## src/rtl/regfile_write_queue_if.sv

```systemverilog
`default_nettype none
// ============================================================================
// Module      : regfile_write_queue_if
// Description : Push, bank-write and forwarding signals of the write queue.
// Revision    : 1.0 - initial release
// ============================================================================
interface regfile_write_queue_if #(
    parameter int WIDTH     = 8,
    parameter int ADD_WIDTH = 5,
    parameter int DEPTH     = 4
);
    logic                     in_valid;
    logic                     in_ready;
    logic [ADD_WIDTH-1:0]     in_reg;
    logic [WIDTH-1:0]         in_data;
    logic                     wb_stall;
    logic                     w_en;
    logic [ADD_WIDTH-1:0]     w_reg;
    logic [WIDTH-1:0]         w_data;
    logic [ADD_WIDTH-1:0]     fwd_reg1;
    logic [ADD_WIDTH-1:0]     fwd_reg2;
    logic                     fwd_hit1;
    logic                     fwd_hit2;
    logic [WIDTH-1:0]         fwd_data1;
    logic [WIDTH-1:0]         fwd_data2;
    logic [$clog2(DEPTH):0]   count;

    modport master (
        output in_valid, in_reg, in_data, wb_stall, fwd_reg1, fwd_reg2,
        input  in_ready, w_en, w_reg, w_data, fwd_hit1, fwd_hit2,
               fwd_data1, fwd_data2, count
    );

    modport slave (
        input  in_valid, in_reg, in_data, wb_stall, fwd_reg1, fwd_reg2,
        output in_ready, w_en, w_reg, w_data, fwd_hit1, fwd_hit2,
               fwd_data1, fwd_data2, count
    );
endinterface
`default_nettype wire

```

## src/rtl/regfile_write_queue.sv

```systemverilog
`default_nettype none
// ============================================================================
// Module      : regfile_write_queue
// Description : In-order write-back queue in front of the register bank's
//               single write port, with two youngest-match forwarding lookups.
// Revision    : 1.0 - initial release
// ============================================================================
module regfile_write_queue #(
    parameter int WIDTH     = 8,
    parameter int ADD_WIDTH = 5,
    parameter int DEPTH     = 4
) (
    input  wire logic                clk,
    input  wire logic                rst_n,
    regfile_write_queue_if.slave     bus
);
    localparam int c_PTR_W = $clog2(DEPTH);
    localparam int c_CNT_W = c_PTR_W + 1;

    logic [ADD_WIDTH-1:0] r_reg_mem  [DEPTH];
    logic [WIDTH-1:0]     r_data_mem [DEPTH];
    logic [c_PTR_W-1:0]   r_rd_ptr;
    logic [c_PTR_W-1:0]   r_wr_ptr;
    logic [c_CNT_W-1:0]   r_count;

    logic                 w_full;
    logic                 w_empty;
    logic                 w_push;
    logic                 w_pop;
    logic [c_PTR_W-1:0]   w_age_idx   [DEPTH];
    logic                 w_age_valid [DEPTH];

    assign w_full  = (r_count == c_CNT_W'(DEPTH));
    assign w_empty = (r_count == '0);
    // Register 0 completes the handshake but is never stored: the bank ignores it.
    assign w_push  = bus.in_valid && !w_full && (bus.in_reg != '0);
    assign w_pop   = !w_empty && !bus.wb_stall;

    assign bus.in_ready = !w_full;
    assign bus.w_en     = w_pop;
    assign bus.w_reg    = r_reg_mem[r_rd_ptr];
    assign bus.w_data   = r_data_mem[r_rd_ptr];
    assign bus.count    = r_count;

    // Slot index ordered by age: age 0 is the head, larger ages are younger.
    generate
        for (genvar g = 0; g < DEPTH; g++) begin : g_age
            assign w_age_idx[g]   = r_rd_ptr + c_PTR_W'(g);
            assign w_age_valid[g] = (c_CNT_W'(g) < r_count);
        end
    endgenerate

    // Scan oldest to youngest so the last match, the youngest, wins.
    always_comb begin
        bus.fwd_hit1  = 1'b0;
        bus.fwd_data1 = '0;
        bus.fwd_hit2  = 1'b0;
        bus.fwd_data2 = '0;
        for (int i = 0; i < DEPTH; i++) begin
            if (w_age_valid[i] && (bus.fwd_reg1 != '0) &&
                (r_reg_mem[w_age_idx[i]] == bus.fwd_reg1)) begin
                bus.fwd_hit1  = 1'b1;
                bus.fwd_data1 = r_data_mem[w_age_idx[i]];
            end
            if (w_age_valid[i] && (bus.fwd_reg2 != '0) &&
                (r_reg_mem[w_age_idx[i]] == bus.fwd_reg2)) begin
                bus.fwd_hit2  = 1'b1;
                bus.fwd_data2 = r_data_mem[w_age_idx[i]];
            end
        end
    end

    always_ff @(posedge clk or negedge rst_n) begin
        if (!rst_n) begin
            r_rd_ptr <= '0;
            r_wr_ptr <= '0;
            r_count  <= '0;
        end else begin
            if (w_push) begin
                r_wr_ptr <= r_wr_ptr + c_PTR_W'(1);
            end
            if (w_pop) begin
                r_rd_ptr <= r_rd_ptr + c_PTR_W'(1);
            end
            if (w_push && !w_pop) begin
                r_count <= r_count + c_CNT_W'(1);
            end else if (!w_push && w_pop) begin
                r_count <= r_count - c_CNT_W'(1);
            end
        end
    end

    // Payload storage needs no reset; occupancy alone defines validity.
    always_ff @(posedge clk) begin
        if (w_push) begin
            r_reg_mem[r_wr_ptr]  <= bus.in_reg;
            r_data_mem[r_wr_ptr] <= bus.in_data;
        end
    end
endmodule
`default_nettype wire

```

## src/flat_wrapper.sv

```systemverilog
// flat-port wrapper written by rule: the top's interface ports become plain ports
module regfile_write_queue_flat 
#(
    parameter int WIDTH     = 8,
    parameter int ADD_WIDTH = 5,
    parameter int DEPTH     = 4
)
  (clk, rst_n, bus_in_valid, bus_in_reg, bus_in_data, bus_wb_stall, bus_fwd_reg1, bus_fwd_reg2, bus_in_ready, bus_w_en, bus_w_reg, bus_w_data, bus_fwd_hit1, bus_fwd_hit2, bus_fwd_data1, bus_fwd_data2, bus_count);
  regfile_write_queue_if #(.WIDTH(WIDTH), .ADD_WIDTH(ADD_WIDTH), .DEPTH(DEPTH)) bus_i ();
  input  wire logic clk;
  input  wire logic rst_n;
  input wire logic [$bits(bus_i.in_valid)-1:0] bus_in_valid;
  input wire logic [$bits(bus_i.in_reg)-1:0] bus_in_reg;
  input wire logic [$bits(bus_i.in_data)-1:0] bus_in_data;
  input wire logic [$bits(bus_i.wb_stall)-1:0] bus_wb_stall;
  input wire logic [$bits(bus_i.fwd_reg1)-1:0] bus_fwd_reg1;
  input wire logic [$bits(bus_i.fwd_reg2)-1:0] bus_fwd_reg2;
  output wire logic [$bits(bus_i.in_ready)-1:0] bus_in_ready;
  output wire logic [$bits(bus_i.w_en)-1:0] bus_w_en;
  output wire logic [$bits(bus_i.w_reg)-1:0] bus_w_reg;
  output wire logic [$bits(bus_i.w_data)-1:0] bus_w_data;
  output wire logic [$bits(bus_i.fwd_hit1)-1:0] bus_fwd_hit1;
  output wire logic [$bits(bus_i.fwd_hit2)-1:0] bus_fwd_hit2;
  output wire logic [$bits(bus_i.fwd_data1)-1:0] bus_fwd_data1;
  output wire logic [$bits(bus_i.fwd_data2)-1:0] bus_fwd_data2;
  output wire logic [$bits(bus_i.count)-1:0] bus_count;
  assign bus_i.in_valid = bus_in_valid;
  assign bus_i.in_reg = bus_in_reg;
  assign bus_i.in_data = bus_in_data;
  assign bus_i.wb_stall = bus_wb_stall;
  assign bus_i.fwd_reg1 = bus_fwd_reg1;
  assign bus_i.fwd_reg2 = bus_fwd_reg2;
  assign bus_in_ready = bus_i.in_ready;
  assign bus_w_en = bus_i.w_en;
  assign bus_w_reg = bus_i.w_reg;
  assign bus_w_data = bus_i.w_data;
  assign bus_fwd_hit1 = bus_i.fwd_hit1;
  assign bus_fwd_hit2 = bus_i.fwd_hit2;
  assign bus_fwd_data1 = bus_i.fwd_data1;
  assign bus_fwd_data2 = bus_i.fwd_data2;
  assign bus_count = bus_i.count;
  regfile_write_queue #(.WIDTH(WIDTH), .ADD_WIDTH(ADD_WIDTH), .DEPTH(DEPTH)) u_core (.clk(clk), .rst_n(rst_n), .bus(bus_i));
endmodule
```

## config.mk

```make
export PLATFORM = sky130hd
export DESIGN_NAME = regfile_write_queue_flat
export DESIGN_NICKNAME = d
export VERILOG_FILES = /design/src/rtl/regfile_write_queue_if.sv /design/src/rtl/regfile_write_queue.sv /design/src/flat_wrapper.sv
export SDC_FILE = /design/constraint.sdc
export NUM_CORES = 1
export LEC_CHECK = 0
export CAP_MARGIN = 20
export CELL_PAD_IN_SITES_DETAIL_PLACEMENT = 1
export CELL_PAD_IN_SITES_GLOBAL_PLACEMENT = 1
export CORE_MARGIN = 2
export CORE_UTILIZATION = 50
export DETAILED_ROUTE_END_ITERATION = 8
export DONT_BUFFER_PORTS = 1
export PLACE_DENSITY_LB_ADDON = 0.3
export SETUP_SLACK_MARGIN = 0.3
export SYNTH_ARGS = -nofsm -noshare
export SYNTH_HDL_FRONTEND = slang
export SYNTH_SLANG_ARGS = --single-unit
```

## constraint.sdc

```tcl
create_clock -name clk -period 8.7 [get_ports clk]
set_input_delay 1.305 -clock clk [delete_from_list [all_inputs] [get_ports clk]]
set_output_delay 1.305 -clock clk [all_outputs]
set_load 0.05 [all_outputs]
```

==> out/summary.txt, run 1 <==
# hold bufs at CTS - 0
pin count of the biggest net entering global routing - 37
Async S/R FF share, synth - 0.119
# rows - 34
Seq pwr share - 0.263
#FFs+latches synth - 59
Final Hold Fails - 0
Critical Path End Type - output pin
critical path's largest stage delay - 850 ps
crit path time final - 5870 ps
share of cells above drive strength 1 - 0.201
worst path cell trace - buf_4, mux4_2, or4_1, a211oi_1, o21ai_1, buf_4, o21ai_0, a21oi_1, o31ai_2
Post-CTS Repair Setup Buffers - 0
CP dominant cell by count - buf_4
Routed Antenna Nets - 0
top_reg_cell synth - edfxtp_1
drt via density - 6.28
final WL - 11,500 um
fin crit share - 0.675
GRT overflow - 0
GP Congestion - 0.860
number of I/O port buffers - 0
Starting Density - 0.522
vias after detailed routing - 3,146
hpwl dp - 8990 um
Startpoint Class - flop
library cells used by synthesis - 46
fin nets - 424
Worst VDD drop - 0.000283 V
Clock Tree Root - clkbuf_8
Area Growth Syn to Fin - 4.79%
max-slew violation count - 0
io pins - 63
CP max FO - 36
Seq/Total Area, Yosys - 0.378
Lkg Pwr - 1.68 nW
RSZ-0062 raised after global routing - no
routed len/inst - 22.9 um
Num CTS Buffers - 9
Chip Height - 99.9 um
Worst-Margin Slew - 1050 ps
status - finished, final reports clean
cts repair resizes - 0
syn avg cell area - 11.5 sq um
GRT Util Overall - 0.241
H-Tree Depth - 3
core area - 0.00881 sq mm
Longest Clk Path Bufs - 2
Gate Count Post-Synth - 400
Sink Count - 59
Net Switching - 1.01 mW
drt drc - 0
first-pass GRT wire length - 18,500 um
PD cells - 400 mW/mm^2
initial antenna violation count - 0
Max Cap Viol - 0
worst hold-check path type - input pin to async pin
CP Class - flop to output pin
Power Internal - 0.922 mW
number of setup violations in the final report - 0
ANT cells - 0
Comb power frac - 0.622
die area - 0.00998 sq mm
CTS tree - done
Clk pwr share - 0.115
Worst-path clk slew - 60 ps
CP required - 7390 ps
setup_tns - 0 ps
Net Sw Frac - 0.522
Max Fclk - 0.170 GHz
Worst slew margin - 0.299
EDFF count, synth - 52
syn_nets - 436
clk_skew - 7.16 ps
worst-skew pair later-pin latency - 320 ps
number of global-route vias before repair - 3,231
slowest CP cell - o31ai_2
synth warn - 0
Power, Total - 1.93 mW
DRT iter0 DRCs - 220
Core Util, Final - 0.547
Worst Path Arrival - 4570 ps
drt first pass iters - 5
cell area after synthesis - 0.00460 sq mm
Die W - 99.9 um
==> power by group through the flow <==
| stage | Clock (mW) | Combinational (mW) | Sequential [mW] |
|---|---|---|---|
| floorplan | 0 | 1.07 | 0.442 |
| global placement | 0 | 1.16 | 0.500 |
| detailed placement | 0 | 1.19 | 0.511 |
| CTS | 0.228 | 1.19 | 0.506 |
| global route | 0.237 | 1.28 | 0.520 |
| finish | 0.221 | 1.20 | 0.507 |
==> per-layer routing <==
metal,vias up,GRT usage,part of all wire
met4,0,0.0738,0.015
met1,1567,0.371,0.50
met2,90,0.344,0.43
li1,1475,-,-
met5,-,0,0
met3,14,0.0515,0.058
==> Yosys cell counts, types with 3 or more instances <==
cell      number  share of area
a21oi_1       18          0.020
and2_1         4         0.0054
buf_12         3          0.013
buf_2          7         0.0076
clkbuf_1      13          0.011
dfrtp_1        7          0.038
edfxtp_1      52           0.34
ha_1           9          0.024
inv_1          8         0.0065
mux2_2        18          0.044
mux2i_1       40          0.087
mux4_1         7          0.040
mux4_2        19          0.093
nand2_1       24          0.020
nand3_1        9         0.0098
nand4_1        4         0.0054
nor2_1        28          0.023
nor2b_1        8          0.011
nor3_1         7         0.0076
nor4_1         5         0.0068
o21ai_0       20          0.022
o21ai_2        7          0.013
o31ai_1        7          0.011
or4_1          3         0.0049
xnor2_1       32          0.061
xor2_1        14          0.027
==> cell families (layout without fill, tap and decap cells) <==
| kind of cell | count (synthesis) | in the layout | synth area share |
|---|---|---|---|
| AO/OA/AOI/OAI | 62 | 62 | 0.0866 |
| AND/OR/NAND/NOR | 100 | 100 | 0.109 |
| adder cells (fa/ha/maj) | 9 | 9 | 0.0245 |
| buffers and inverters | 40 | 33 | 0.0506 |
| XOR/XNOR | 46 | 46 | 0.0876 |
| flip-flops | 59 | 59 | 0.378 |
| multiplexers | 84 | 84 | 0.264 |
==> critical path, delay by kind of cell, from the launching register on <==
family	cells	cell delay (ps)
simple gates	1	540
flops	1	820
buf+inv	2	800
compound gates	5	1460
mux	1	610
==> state kept, by name, summed over array words and instances (netlist names) <==
register,flops
u_core.r_reg_mem,20
u_core.bus.count,3
u_core.r_data_mem,32
u_core.r_rd_ptr,2
u_core.r_wr_ptr,2
==> final cells by class <==
type	instances	area [sq um]
Clock buffer	13	139
Clock inverter	3	38.8
Fill cell	920	3990
Inverter	9	33.8
Multi-Input combinational cell	301	2670
Sequential cell	59	1740
Tap cell	108	135
Timing Repair Buffer	8	63.8
==> metrics by stage <==
stage	instance area [sq um]	hold slack (ps)	instances	worst slack, ps
6_report	4820	667	501	2830
5_1_grt	4820	648	501	2550
4_1_cts	4800	649	499	2680
3_5_place_dp	4620	641	483	3060
3_3_place_gp	4620	611	483	3270
2_1_floorplan	4600	580	400	3490
==> cells in the final DEF, fill, tap and decap left out, types with 3 or more instances in the layout <==
cell and count:
edfxtp_1 52, mux2i_1 40, xnor2_1 32, nor2_1 28
nand2_1 24, o21ai_0 20, mux4_2 19, mux2_2 18
a21oi_1 18, xor2_1 14, nand3_1 9, ha_1 9
clkbuf_8 9, inv_1 8, nor2b_1 8, o31ai_2 8
mux4_1 7, o21ai_2 7, buf_4 7, nor3_1 6
nor4_1 5, dfrtp_1 5, nand4_1 4, and2_1 4
clkbuf_1 4, or4_1 3
==> worst paths after layout <==
path / start / end / slack [ps] / depth (start not counted)
max in group asynchronous: rst_n / u_core.r_rd_ptr[1]$_DFFE_PN0P_ / 7950 / 0
min in group clk: u_core.r_wr_ptr[1]$_DFFE_PN0P_ / u_core.r_wr_ptr[1]$_DFFE_PN0P_ / 670 / 2
worst min register to register: u_core.r_wr_ptr[1]$_DFFE_PN0P_ / u_core.r_wr_ptr[1]$_DFFE_PN0P_ / 670 / 2
worst max register to register: u_core.bus.count[1]$_DFFE_PN0P_ / u_core.r_data_mem[0][3]$_DFFE_PP_ / 5450 / 6
worst min-delay path: rst_n / u_core.bus.count[2]$_DFFE_PN0P_ / 670 / 0
worst max-delay path: u_core.r_rd_ptr[0]$_DFFE_PN0P_ / bus_fwd_data1[0] / 2830 / 9
Note: power is estimated with default switching activity, not from simulation.
==> run 2, diff against run 1 <==
==> constraint.sdc (replaced) <==
create_clock -name clk -period 5.95 [get_ports clk]
set_input_delay 0.8925 -clock clk [delete_from_list [all_inputs] [get_ports clk]]
set_output_delay 0.8925 -clock clk [all_outputs]
set_load 0.05 [all_outputs]
==> run 2 against run 1 <==
Against the previous run: utilization increased by 0.16 points; critical path depth decreased by 2; die area unchanged; register-to-register slack got worse by 2700 ps; combinational power increased by 49%; worst setup slack got worse by 1900 ps; sequential cell count unchanged; worst hold slack got worse by 400 ps; cell count increased by 1.0%; global-route usage decreased by 1.1 points; critical path type unchanged; critical endpoint unchanged.
==> out/summary.txt, run 2 (synthesis results as in run 1) <==
routed len/inst - 22.0 um (-3.7%)
drt drc - 0 (unchanged)
register area - 0.00174 sq mm (unchanged)
Worst-path clk slew - 60 ps (about the same)
Max Cap Viol - 0 (unchanged)
number of global-route vias before repair - 3,188 (-1.3%)
CP startpoint - u_core.r_rd_ptr[0]$_DFFE_PN0P_
CTS tree - done
Worst-Margin Slew - 1040 ps (-4.89 ps)
cts repair resizes - 0 (unchanged)
most frequent cells in the layout - edfxtp_1, mux2i_1, xnor2_1, nor2_1, nand2_1
fin crit share - 0.840
Fill cells - 928 (+0.87%)
Lkg Pwr - 1.70 nW (+1.4%)
Comb power frac - 0.642 (+0.020)
worst hold slack - 264 ps (-404 ps)
H-Tree Depth - 3 (unchanged)
Die W - 99.9 um (unchanged)
crit path time final - 5000 ps
commonest non-fill, non-tap cell in the layout - edfxtp_1
Critical R2R Launch - u_core.bus.count[1]$_DFFE_PN0P_
hpwl dp - 8870 um (-1.3%)
Startpoint Class - flop
fin nets - 430 (+1.4%)
Sink Count - 59 (unchanged)
Max Fclk - 0.200 GHz
Routed Antenna Nets - 0 (unchanged)
Net Sw Frac - 0.526 (+0.00459)
first-pass GRT wire length - 17,700 um (-4.3%)
Longest Clk Path Bufs - 2 (unchanged)
Chip Height - 99.9 um (unchanged)
Crit path max-delay family - compound AO/OA/AOI/OAI gates
Final Hold Fails - 0 (unchanged)
# rows - 34 (unchanged)
# hold bufs at CTS - 0 (unchanged)
pin count of the biggest net entering global routing - 42 (+14%)
core area - 0.00881 sq mm (unchanged)
Net Switching - 1.47 mW (+46%)
Biggest register - u_core.r_data_mem
critical path's largest stage delay - 860 ps (about the same)
max-slew violation count - 0 (unchanged)
PD cells - 577 mW/mm^2 (+44%)
CP Class - flop to output pin
Worst Path Arrival - 4110 ps (-460 ps)
ANT cells - 0 (unchanged)
area of the multi-input gates - 0.00267 sq mm (unchanged)
Post-CTS Repair Setup Buffers - 0 (unchanged)
die area - 0.00998 sq mm (unchanged)
CP required - 5060 ps (-2330 ps)
RSZ-0062 raised after global routing - no
Seq pwr share - 0.259 (-0.004)
drt first pass iters - 4 (-1)
Clock Tree Root - clkbuf_8
Worst slew margin - 0.303 (+0.00327)
worst hold-check path type - input pin to async pin
number of I/O port buffers - 0 (unchanged)
setup_tns - 0 ps (unchanged)
Area Growth Syn to Fin - 5.09%
GRT overflow - 0 (unchanged)
Power Internal - 1.32 mW (+43%)
max reg flops - 32 (unchanged)
clk_skew - 6.61 ps (-0.547 ps)
Critical Path End Type - output pin
vias after detailed routing - 3,128 (-0.57%)
DRT iter0 DRCs - 215 (-2.3%)
Clk pwr share - 0.099 (-0.016)
status - finished, final reports clean
Worst VDD drop - 0.000337 V (+19%)
CP max FO - 23 (-36%)
share of cells above drive strength 1 - 0.216 (+0.0151)
worst-skew pair later-pin latency - 320 ps (about the same)
Num CTS Buffers - 9 (unchanged)
number of setup violations in the final report - 0 (unchanged)
initial antenna violation count - 0 (unchanged)
drt via density - 6.18 (-1.6%)
GP Congestion - 0.866 (+0.71%)
io pins - 63 (unchanged)
worst path cell trace - mux4_2, a2111o_1, a211oi_2, o21ai_1, nor2b_1, a21oi_1, o31ai_2
Starting Density - 0.522 (unchanged)
final WL - 11,100 um (-2.7%)
GRT Util Overall - 0.230 (-0.0109)
slowest CP cell - o31ai_2
worst path bufs/invs - 0 (-2)
run 2: final timing paths:
kind / endpoint / slack (ps) / cells past startpoint
min in group clk: u_core.r_wr_ptr[0]$_DFFE_PN0P_ / 640 / 2
min reg2reg: u_core.r_wr_ptr[0]$_DFFE_PN0P_ / 640 / 2
max: bus_fwd_data1[0] / 950 / 7
min: u_core.bus.count[1]$_DFFE_PN0P_ / 260 / 0
max reg2reg: u_core.r_data_mem[0][4]$_DFFE_PP_ / 2730 / 6
max in group asynchronous: u_core.r_rd_ptr[0]$_DFFE_PN0P_ / 5600 / 0
run 2: metal layers:
layer	track usage	routed length (um)
met1	0.348	5610
met2	0.343	4730
met4	0.0558	139
met5	0	0
met3	0.0501	668
run 2: stage by stage:
stage / utilization / cell area, sq um / power, mW / setup slack (ps) / cells
2_1_floorplan: - / 4600 / 2.22 / 1510 / 400
3_3_place_gp: 0.532 / 4680 / 2.46 / 1310 / 491
3_5_place_dp: 0.532 / 4680 / 2.51 / 1290 / 491
4_1_cts: 0.549 / 4830 / 2.80 / 934 / 506
5_1_grt: 0.549 / 4830 / 2.95 / 674 / 506
6_report: 0.549 / 4830 / 2.79 / 949 / 506
run 2: worst register-to-register path, delay by kind of cell (launching register included):
kind,cells,cell delay [ps]
adder cells (fa/ha/maj),1,250
AND/OR/NAND/NOR,3,1150
AO/OA/AOI/OAI,1,480
flip-flops,1,770
buffers and inverters,1,200
run 2: cell type report:
| cell class | count | share of cell area |
|---|---|---|
| multi-input combinational | 301 | 0.552 |
| inverter | 9 | 0.00699 |
| sequential | 59 | 0.360 |
| timing repair buffer | 14 | 0.0218 |
| clock buffer | 11 | 0.0272 |
| clock inverter | 4 | 0.00389 |
| tap | 108 | 0.0280 |
run 2: power groups by stage:
| stage | Clock, mW | Combinational, mW | Sequential, mW |
|---|---|---|---|
| final | 0.275 | 1.79 | 0.723 |
| after global routing | 0.302 | 1.90 | 0.741 |
| after CTS | 0.286 | 1.79 | 0.723 |
| after detailed placement | 0 | 1.78 | 0.731 |
| after global placement | 0 | 1.74 | 0.720 |
| after floorplan | 0 | 1.57 | 0.646 |
